`src/rtl/d_mem_wbuf_if.sv`:
```
// Data-memory port between the access unit (master) and the memory (slave).
// The request side is held by the master until the memory answers with mem_ready.
interface d_mem_wbuf_if #(
  parameter int XLEN = 32
);
  logic              mem_req;
  logic              mem_we;
  logic [XLEN-1:0]   mem_addr;
  logic [XLEN-1:0]   mem_wdata;
  logic [XLEN/8-1:0] mem_be;
  logic              mem_ready;
  logic [XLEN-1:0]   mem_rdata;

  modport master (
    output mem_req, mem_we, mem_addr, mem_wdata, mem_be,
    input  mem_ready, mem_rdata
  );

  modport slave (
    input  mem_req, mem_we, mem_addr, mem_wdata, mem_be,
    output mem_ready, mem_rdata
  );
endinterface

```
`src/rtl/d_mem_wbuf.sv`:
```
// Data-memory access unit: posted stores go into a FIFO write buffer and drain in
// the background; loads bypass the buffer unless an entry holds the same word.
module d_mem_wbuf #(
  parameter int XLEN       = 32,
  parameter int WBUF_DEPTH = 4
) (
  input  logic            i_clk,
  input  logic            i_rst,
  input  logic [XLEN-1:0] i_wr_data,
  input  logic [XLEN-1:0] i_addr,
  input  logic [2:0]      i_f3,
  input  logic            i_wr_en,
  input  logic            i_rd_en,
  input  logic            i_fence,
  output logic [XLEN-1:0] o_rd,
  output logic            o_stall,
  output logic            o_ex_ld,
  output logic            o_ex_st,
  output logic            o_wbuf_empty,
  d_mem_wbuf_if.master    mem
);
  localparam int NB   = XLEN / 8;
  localparam int OFFW = $clog2(NB);
  localparam int PW   = (WBUF_DEPTH > 1) ? $clog2(WBUF_DEPTH) : 1;
  localparam int CW   = $clog2(WBUF_DEPTH + 1);

  localparam logic [1:0] S_IDLE    = 2'd0;
  localparam logic [1:0] S_ST_BUSY = 2'd1;
  localparam logic [1:0] S_LD_BUSY = 2'd2;

  logic [1:0]      state_q, state_d;
  logic [PW-1:0]   head_q, head_d, tail_q, tail_d;
  logic [CW-1:0]   count_q, count_d;
  logic [WBUF_DEPTH-1:0] vld_q, vld_d;
  logic [XLEN-1:0] addr_q [WBUF_DEPTH];
  logic [XLEN-1:0] data_q [WBUF_DEPTH];
  logic [NB-1:0]   bemem_q [WBUF_DEPTH];

  logic            mwe_q;
  logic [XLEN-1:0] maddr_q, mwdata_q;
  logic [NB-1:0]   mbe_q;
  logic [OFFW-1:0] ld_off_q;
  logic [2:0]      ld_f3_q;

  logic [OFFW-1:0] off;
  logic [XLEN-1:0] aaddr, wd;
  logic [3:0]      size_m1;
  logic [7:0]      mask8;
  logic [15:0]     be_w;
  logic [NB-1:0]   be;
  logic            illegal, misal, ex, ld_req, exc;
  logic            full, enq, pop, ld_go, hazard, ld_pend;

  function automatic logic [PW-1:0] inc(input logic [PW-1:0] p);
    return (p == PW'(WBUF_DEPTH - 1)) ? '0 : p + 1'b1;
  endfunction

  // Request decode: lane offset, size, byte enables, shifted store data.
  always_comb begin
    off   = i_addr[OFFW-1:0];
    aaddr = {i_addr[XLEN-1:OFFW], {OFFW{1'b0}}};
    case (i_f3[1:0])
      2'b00:   begin size_m1 = 4'd0; mask8 = 8'h01; end
      2'b01:   begin size_m1 = 4'd1; mask8 = 8'h03; end
      2'b10:   begin size_m1 = 4'd3; mask8 = 8'h0F; end
      default: begin size_m1 = 4'd7; mask8 = 8'hFF; end
    endcase
    illegal = (i_f3 == 3'b111) ||
              ((XLEN == 32) && ((i_f3 == 3'b011) || (i_f3 == 3'b110)));
    misal   = (({{(4-OFFW){1'b0}}, off} & size_m1) != 4'd0);
    ex      = illegal | misal;
    be_w    = {8'b0, mask8} << off;
    be      = be_w[NB-1:0];
    wd      = i_wr_data << {off, 3'b000};
  end

  // A simultaneous store wins; the load half of the request is dropped.
  assign ld_req  = i_rd_en & ~i_wr_en;
  assign o_ex_ld = ld_req & ex;
  assign o_ex_st = i_wr_en & ex;
  assign exc     = o_ex_ld | o_ex_st;

  // The in-flight store stays valid at the head until popped, so one scan covers both.
  always_comb begin
    hazard = 1'b0;
    for (int i = 0; i < WBUF_DEPTH; i++)
      if (vld_q[i] && (addr_q[i] == aaddr)) hazard = 1'b1;
  end

  assign full  = (count_q == CW'(WBUF_DEPTH));
  assign enq   = i_wr_en & ~ex & ~full;
  assign pop   = (state_q == S_ST_BUSY) & mem.mem_ready;
  assign ld_go = (state_q == S_IDLE) & ld_req & ~ex & ~hazard;

  always_comb begin
    state_d = state_q;
    case (state_q)
      S_IDLE: begin
        if (ld_go)                 state_d = S_LD_BUSY;
        else if (count_q != '0)    state_d = S_ST_BUSY;
      end
      S_ST_BUSY: if (mem.mem_ready) state_d = S_IDLE;
      S_LD_BUSY: if (mem.mem_ready) state_d = S_IDLE;
      default:                      state_d = S_IDLE;
    endcase
  end

  always_comb begin
    head_d = pop ? inc(head_q) : head_q;
    tail_d = enq ? inc(tail_q) : tail_q;
    vld_d  = vld_q;
    if (pop) vld_d[head_q] = 1'b0;
    if (enq) vld_d[tail_q] = 1'b1;
    case ({enq, pop})
      2'b10:   count_d = count_q + 1'b1;
      2'b01:   count_d = count_q - 1'b1;
      default: count_d = count_q;
    endcase
  end

  always_ff @(posedge i_clk) begin
    if (!i_rst) begin
      state_q  <= S_IDLE;
      head_q   <= '0;
      tail_q   <= '0;
      count_q  <= '0;
      vld_q    <= '0;
      mwe_q    <= 1'b0;
      maddr_q  <= '0;
      mwdata_q <= '0;
      mbe_q    <= '0;
      ld_off_q <= '0;
      ld_f3_q  <= '0;
    end else begin
      state_q <= state_d;
      head_q  <= head_d;
      tail_q  <= tail_d;
      count_q <= count_d;
      vld_q   <= vld_d;
      // Memory-side fields are latched only on entry to a busy state.
      if (ld_go) begin
        mwe_q    <= 1'b0;
        maddr_q  <= aaddr;
        mwdata_q <= '0;
        mbe_q    <= be;
        ld_off_q <= off;
        ld_f3_q  <= i_f3;
      end else if ((state_q == S_IDLE) && (count_q != '0)) begin
        mwe_q    <= 1'b1;
        maddr_q  <= addr_q[head_q];
        mwdata_q <= data_q[head_q];
        mbe_q    <= bemem_q[head_q];
      end
    end
  end

  always_ff @(posedge i_clk) begin
    if (enq) begin
      addr_q[tail_q]  <= aaddr;
      data_q[tail_q]  <= wd;
      bemem_q[tail_q] <= be;
    end
  end

  assign mem.mem_req   = (state_q != S_IDLE);
  assign mem.mem_we    = mwe_q;
  assign mem.mem_addr  = maddr_q;
  assign mem.mem_wdata = mwdata_q;
  assign mem.mem_be    = mbe_q;

  logic [XLEN-1:0] sh;
  logic [63:0]     sh64, r64;
  always_comb begin
    sh   = mem.mem_rdata >> {ld_off_q, 3'b000};
    sh64 = 64'(sh);
    case (ld_f3_q)
      3'b000:  r64 = {{56{sh64[7]}},  sh64[7:0]};
      3'b001:  r64 = {{48{sh64[15]}}, sh64[15:0]};
      3'b010:  r64 = {{32{sh64[31]}}, sh64[31:0]};
      3'b100:  r64 = {56'b0, sh64[7:0]};
      3'b101:  r64 = {48'b0, sh64[15:0]};
      3'b110:  r64 = {32'b0, sh64[31:0]};
      default: r64 = sh64;
    endcase
    o_rd = r64[XLEN-1:0];
  end

  assign o_wbuf_empty = (count_q == '0) && (state_q != S_ST_BUSY);
  assign ld_pend      = ld_req & ~((state_q == S_LD_BUSY) & mem.mem_ready);
  assign o_stall      = ~exc & (ld_pend | (i_wr_en & full) | (i_fence & ~o_wbuf_empty));
endmodule

```
`src/flat_wrapper.sv`:
```
// flat-port wrapper written by rule: the top's interface ports become plain ports
module d_mem_wbuf_flat 
#(
  parameter int XLEN       = 32,
  parameter int WBUF_DEPTH = 4
)
  (i_clk, i_rst, i_wr_data, i_addr, i_f3, i_wr_en, i_rd_en, i_fence, o_rd, o_stall, o_ex_ld, o_ex_st, o_wbuf_empty, mem_mem_req, mem_mem_we, mem_mem_addr, mem_mem_wdata, mem_mem_be, mem_mem_ready, mem_mem_rdata);
  d_mem_wbuf_if #(.XLEN(XLEN)) mem_i ();
  input  logic i_clk;
  input  logic i_rst;
  input  logic [XLEN-1:0] i_wr_data;
  input  logic [XLEN-1:0] i_addr;
  input  logic [2:0] i_f3;
  input  logic i_wr_en;
  input  logic i_rd_en;
  input  logic i_fence;
  output logic [XLEN-1:0] o_rd;
  output logic o_stall;
  output logic o_ex_ld;
  output logic o_ex_st;
  output logic o_wbuf_empty;
  output wire logic [$bits(mem_i.mem_req)-1:0] mem_mem_req;
  output wire logic [$bits(mem_i.mem_we)-1:0] mem_mem_we;
  output wire logic [$bits(mem_i.mem_addr)-1:0] mem_mem_addr;
  output wire logic [$bits(mem_i.mem_wdata)-1:0] mem_mem_wdata;
  output wire logic [$bits(mem_i.mem_be)-1:0] mem_mem_be;
  input wire logic [$bits(mem_i.mem_ready)-1:0] mem_mem_ready;
  input wire logic [$bits(mem_i.mem_rdata)-1:0] mem_mem_rdata;
  assign mem_mem_req = mem_i.mem_req;
  assign mem_mem_we = mem_i.mem_we;
  assign mem_mem_addr = mem_i.mem_addr;
  assign mem_mem_wdata = mem_i.mem_wdata;
  assign mem_mem_be = mem_i.mem_be;
  assign mem_i.mem_ready = mem_mem_ready;
  assign mem_i.mem_rdata = mem_mem_rdata;
  d_mem_wbuf #(.XLEN(XLEN), .WBUF_DEPTH(WBUF_DEPTH)) u_core (.i_clk(i_clk), .i_rst(i_rst), .i_wr_data(i_wr_data), .i_addr(i_addr), .i_f3(i_f3), .i_wr_en(i_wr_en), .i_rd_en(i_rd_en), .i_fence(i_fence), .o_rd(o_rd), .o_stall(o_stall), .o_ex_ld(o_ex_ld), .o_ex_st(o_ex_st), .o_wbuf_empty(o_wbuf_empty), .mem(mem_i));
endmodule
```
`config.mk`:
```
export PLATFORM = sky130hd
export DESIGN_NAME = d_mem_wbuf_flat
export DESIGN_NICKNAME = d
export VERILOG_FILES = /design/src/rtl/d_mem_wbuf_if.sv /design/src/rtl/d_mem_wbuf.sv /design/src/flat_wrapper.sv
export SDC_FILE = /design/constraint.sdc
export NUM_CORES = 1
export LEC_CHECK = 0
export BUFFER_PORTS_ARGS = -buffer_cell sky130_fd_sc_hd__buf_2
export CORE_ASPECT_RATIO = 1.25
export CORE_MARGIN = 2
export CORE_UTILIZATION = 60
export CTS_BUF_LIST = sky130_fd_sc_hd__clkbuf_16
export DETAILED_ROUTE_END_ITERATION = 12
export GPL_TIMING_DRIVEN = 0
export PLACE_DENSITY = 0.93
export RECOVER_POWER = 25
export SLEW_MARGIN = 0
export SYNTH_ARGS = -nofsm -noshare
export SYNTH_HDL_FRONTEND = slang
export SYNTH_SLANG_ARGS = --single-unit
```
`constraint.sdc`:
```
create_clock -name i_clk -period 6.9 [get_ports i_clk]
set_input_delay 0.345 -clock i_clk [delete_from_list [all_inputs] [get_ports i_clk]]
set_output_delay 0.345 -clock i_clk [all_outputs]
set_load 0.1 [all_outputs]
```
==> impl_metrics.env <==
export IMPL_drtPass1Iterations=5
export IMPL_holdCritStartpoint="i_f3[2]"
export IMPL_synth_edf_count=264
export IMPL_die_w_um=150.1
export IMPL_ios=211
export IMPL_power_density_nw_per_um2=334.2
export IMPL_core_area_um2=26100
export IMPL_grt_usage=0.3268
export IMPL_slowest_stage="nor2b_1"
export IMPL_reg2regPathDepth=7
export IMPL_fin_crit_ns=3.456
export IMPL_clk_latency_ns=0.53
export IMPL_initial_core_util=0.6132
export IMPL_crit_cells=8
export IMPL_avgSynthCellArea_um2=13.27
export IMPL_max_slew_margin=0.1990
export IMPL_hold_violations=0
export IMPL_slowest_delay_ns=0.53
export IMPL_gp_congestion=0.9800
export IMPL_startpoint="u_core.ld_off_q[0]"
export IMPL_critical_path_top_delay_family="buffers and inverters"
export IMPL_place_hpwl_um=31260
export IMPL_cp_end_kind="output pin"
export IMPL_fin_tns_setup_ns=0
export IMPL_setup_violations=0
export IMPL_fmaxAchievable_ghz=0.2893
export IMPL_status="finished clean"
export IMPL_wire_per_inst_um=24.99
export IMPL_power_w=0.006273
export IMPL_rrSetupSlack_ns=4.12
export IMPL_grt_pass1_wl_um=68580
export IMPL_ys_warn_count=0
export IMPL_path_class="flop to output pin"
export IMPL_met3_length_um=4212
export IMPL_hold_path_depth=3
export IMPL_ys_seq_area_frac=0.6043
export IMPL_hold_end="u_core.ld_f3_q[2]"
export IMPL_htree_levels=2
export IMPL_p_switching_w=0.002306
export IMPL_grt_max_degree=52
export IMPL_drtIter0Drc=1236
export IMPL_gr_total_overflow=0
export IMPL_layout_drive_gt1_share=0.2431
export IMPL_netSwitchingFraction=0.3677
export IMPL_met1Wirelength_um=15360
export IMPL_pwr_share_clk=0.321
export IMPL_ant_nets=0
export IMPL_num_vias=11614
export IMPL_cts_sinks=351
export IMPL_synth_area_um2=16000
export IMPL_synth_main_ff_cell="edfxtp_1"
export IMPL_synth_seq_cells=351
export IMPL_seq_power_share=0.395
export IMPL_die_h_um=186.6
export IMPL_tightest_slew_ns=1.207
export IMPL_ir_worst_vdd_mv=0.3348
export IMPL_worstPathArrival_ns=3.11
export IMPL_post_route_drc_count=0
export IMPL_grt_antenna_before_repair=2
export IMPL_power_frac_comb=0.284
export IMPL_drv_slew=0
export IMPL_hp_class="input port to flop"
export IMPL_top_layer_used="met4"
export IMPL_cts_buffer_depth=3
export IMPL_ctsHoldBuffers=0
export IMPL_num_fill_cells=1707
export IMPL_io_buffers=208
export IMPL_crit_fanout=10
export IMPL_cp_cell_sequence="clkbuf_1 -> nor2b_1 -> a21oi_1 -> nand2_1 -> o211ai_1 -> clkbuf_1 -> o21ai_0 -> buf_2"
export IMPL_rsz0062_at_grt="no"
export IMPL_area_growth_pct=17.31
export IMPL_timing_final_crit_share=0.5009
export IMPL_r2r_start="u_core.addr_q[3][16]"
export IMPL_drv_cap=0
export IMPL_cts_setup_buffers=0
export IMPL_clk_pin_slew_ns=0.07
export IMPL_r2r_end="u_core.mem.mem_addr[11]"
export IMPL_via_per_inst=6.357
export IMPL_cpMostUsedCell="clkbuf_1"
export IMPL_num_rows=66
export IMPL_wl_um=45650
export IMPL_async_flop_share=0
export IMPL_leakage_nw=6.411
export IMPL_netlist_instances=1206
export IMPL_path_buf_inv=3
export IMPL_cts_tree="yes"
export IMPL_cp_start_kind="flop"
export IMPL_skew_ns=0.01638
export IMPL_synth_distinct_cells=47
export IMPL_wl_met2_um=23460
export IMPL_power_internal_w=0.003967
export IMPL_cts_resized=0
export IMPL_cts_root_buffer="clkbuf_16"
export IMPL_critPathRequiredTime_ns=6.55
export IMPL_grt_pass1_vias=11621
export IMPL_dieArea_um2=28000
export IMPL_cts_made_buffers=36
export IMPL_final_nets=1575
-- worst min-delay path, stage by stage --
cell and delay [ns]:
buf_2 0.13, nand2_1 0.06, mux2i_1 0.05
-- worst max path at each step --
stage	endpoint	slack, ns
2_1_floorplan	o_rd[19]	2.72
3_3_place_gp	u_core.data_q[0][11]	1.96
3_5_place_dp	u_core.mem.mem_addr[11]	3.98
4_1_cts	o_rd[20]	3.48
5_1_grt	o_rd[20]	3.26
6_report	o_rd[20]	3.44
-- cell usage after synthesis (all sizes together), types with 3 or more instances --
master | count | area, µm²
edfxtp | 264 | 7928
nand2 | 177 | 664.4
xnor2 | 109 | 954.7
dfxtp | 87 | 1742
buf | 69 | 426.7
a21oi | 66 | 330.3
mux4 | 66 | 1486
nor4 | 43 | 281.5
mux2i | 40 | 400.4
nor2 | 37 | 138.9
clkbuf | 36 | 135.1
a311oi | 34 | 297.8
o21ai | 31 | 155.2
nand4 | 28 | 175.2
nor2b | 18 | 112.6
a211oi | 17 | 127.6
inv | 14 | 52.55
and2 | 13 | 81.33
xor2 | 13 | 113.9
ha | 12 | 150.1
nand3 | 6 | 30.03
nand2b | 3 | 18.77
nor3 | 3 | 26.28
-- cell usage in the layout, fill, tap and decap left out, drive strengths merged, types with 10 or more instances in the layout --
master,count
buf,238
xnor2,109
clkinv,10
nand2,177
o21ai,31
a211oi,17
clkbuf,116
xor2,13
and2,13
nand4,28
nor2,37
a21oi,66
nor4,43
mux2i,40
dfxtp,87
ha,12
inv,23
nor2b,18
edfxtp,264
mux4,66
a311oi,34
-- cell families after synthesis --
group,Yosys count,synth area share
mux,106,0.1179
compound gates,158,0.06264
flops,351,0.6043
xor+xnor,122,0.06678
buf+inv,119,0.03840
simple gates,336,0.09908
fa+ha+maj,13,0.01063
other cells,1,0.0002344
-- flip-flops by register name, summed over array words and instances, names as in the netlist, named ones only --
signal,count
u_core.bemem_q,16
u_core.tail_q,2
u_core.head_q,2
u_core.mem.mem_wdata,32
u_core.mem.mem_addr,30
u_core.mem.mem_be,4
u_core.addr_q,120
u_core.mem.mem_we,1
u_core.count_q,3
u_core.data_q,128
u_core.ld_off_q,2
u_core.state_q,2
u_core.ld_f3_q,3
u_core.vld_q,4
-- layer usage --
metal	track usage	vias to the layer above
met1	0.3955	5657
met4	0.1618	0
met3	0.05990	166
met2	0.5595	791
li1	-	5000
met5	0	-
-- cell type report --
type | count | area [µm²] | share of cell area
flip-flops and latches | 351 | 9669 | 0.5151
multi-input cells | 737 | 5731 | 0.3053
clock buffers | 37 | 925.9 | 0.04933
diodes | 2 | 5.005 | 0.0002666
clock inverters | 29 | 301.5 | 0.01606
well taps | 340 | 425.4 | 0.02266
inverters | 14 | 52.55 | 0.002800
repair buffers | 212 | 1099 | 0.05853
plain buffers | 105 | 561.8 | 0.02993
-- power by group through the flow --
| stage | sequential, W | clock [W] | combinational [W] |
|---|---|---|---|
| after floorplan | 0.00308 | 0 | 0.000802 |
| after global placement | 0.00251 | 0 | 0.00172 |
| after detailed placement | 0.00252 | 0 | 0.00176 |
| after CTS | 0.00247 | 0.00203 | 0.00177 |
| after global routing | 0.00248 | 0.00210 | 0.00185 |
| final | 0.00248 | 0.00202 | 0.00178 |
-- through the flow --
step                area, µm²  std cells  utilization  setup slack, ns  hold WS [ns]
global route            18770       1826       0.7192            3.255       0.09799
finish                  18770       1827       0.7193            3.444        0.1086
detailed placement      17590       1759       0.6741            3.984        0.4467
CTS                     18820       1825       0.7211            3.478       0.03794
floorplan               16000       1207            -            2.724        0.4429
global placement        17470       1755       0.6695            1.957        0.4421
No activity file was read; power rests on OpenSTA's default activity.
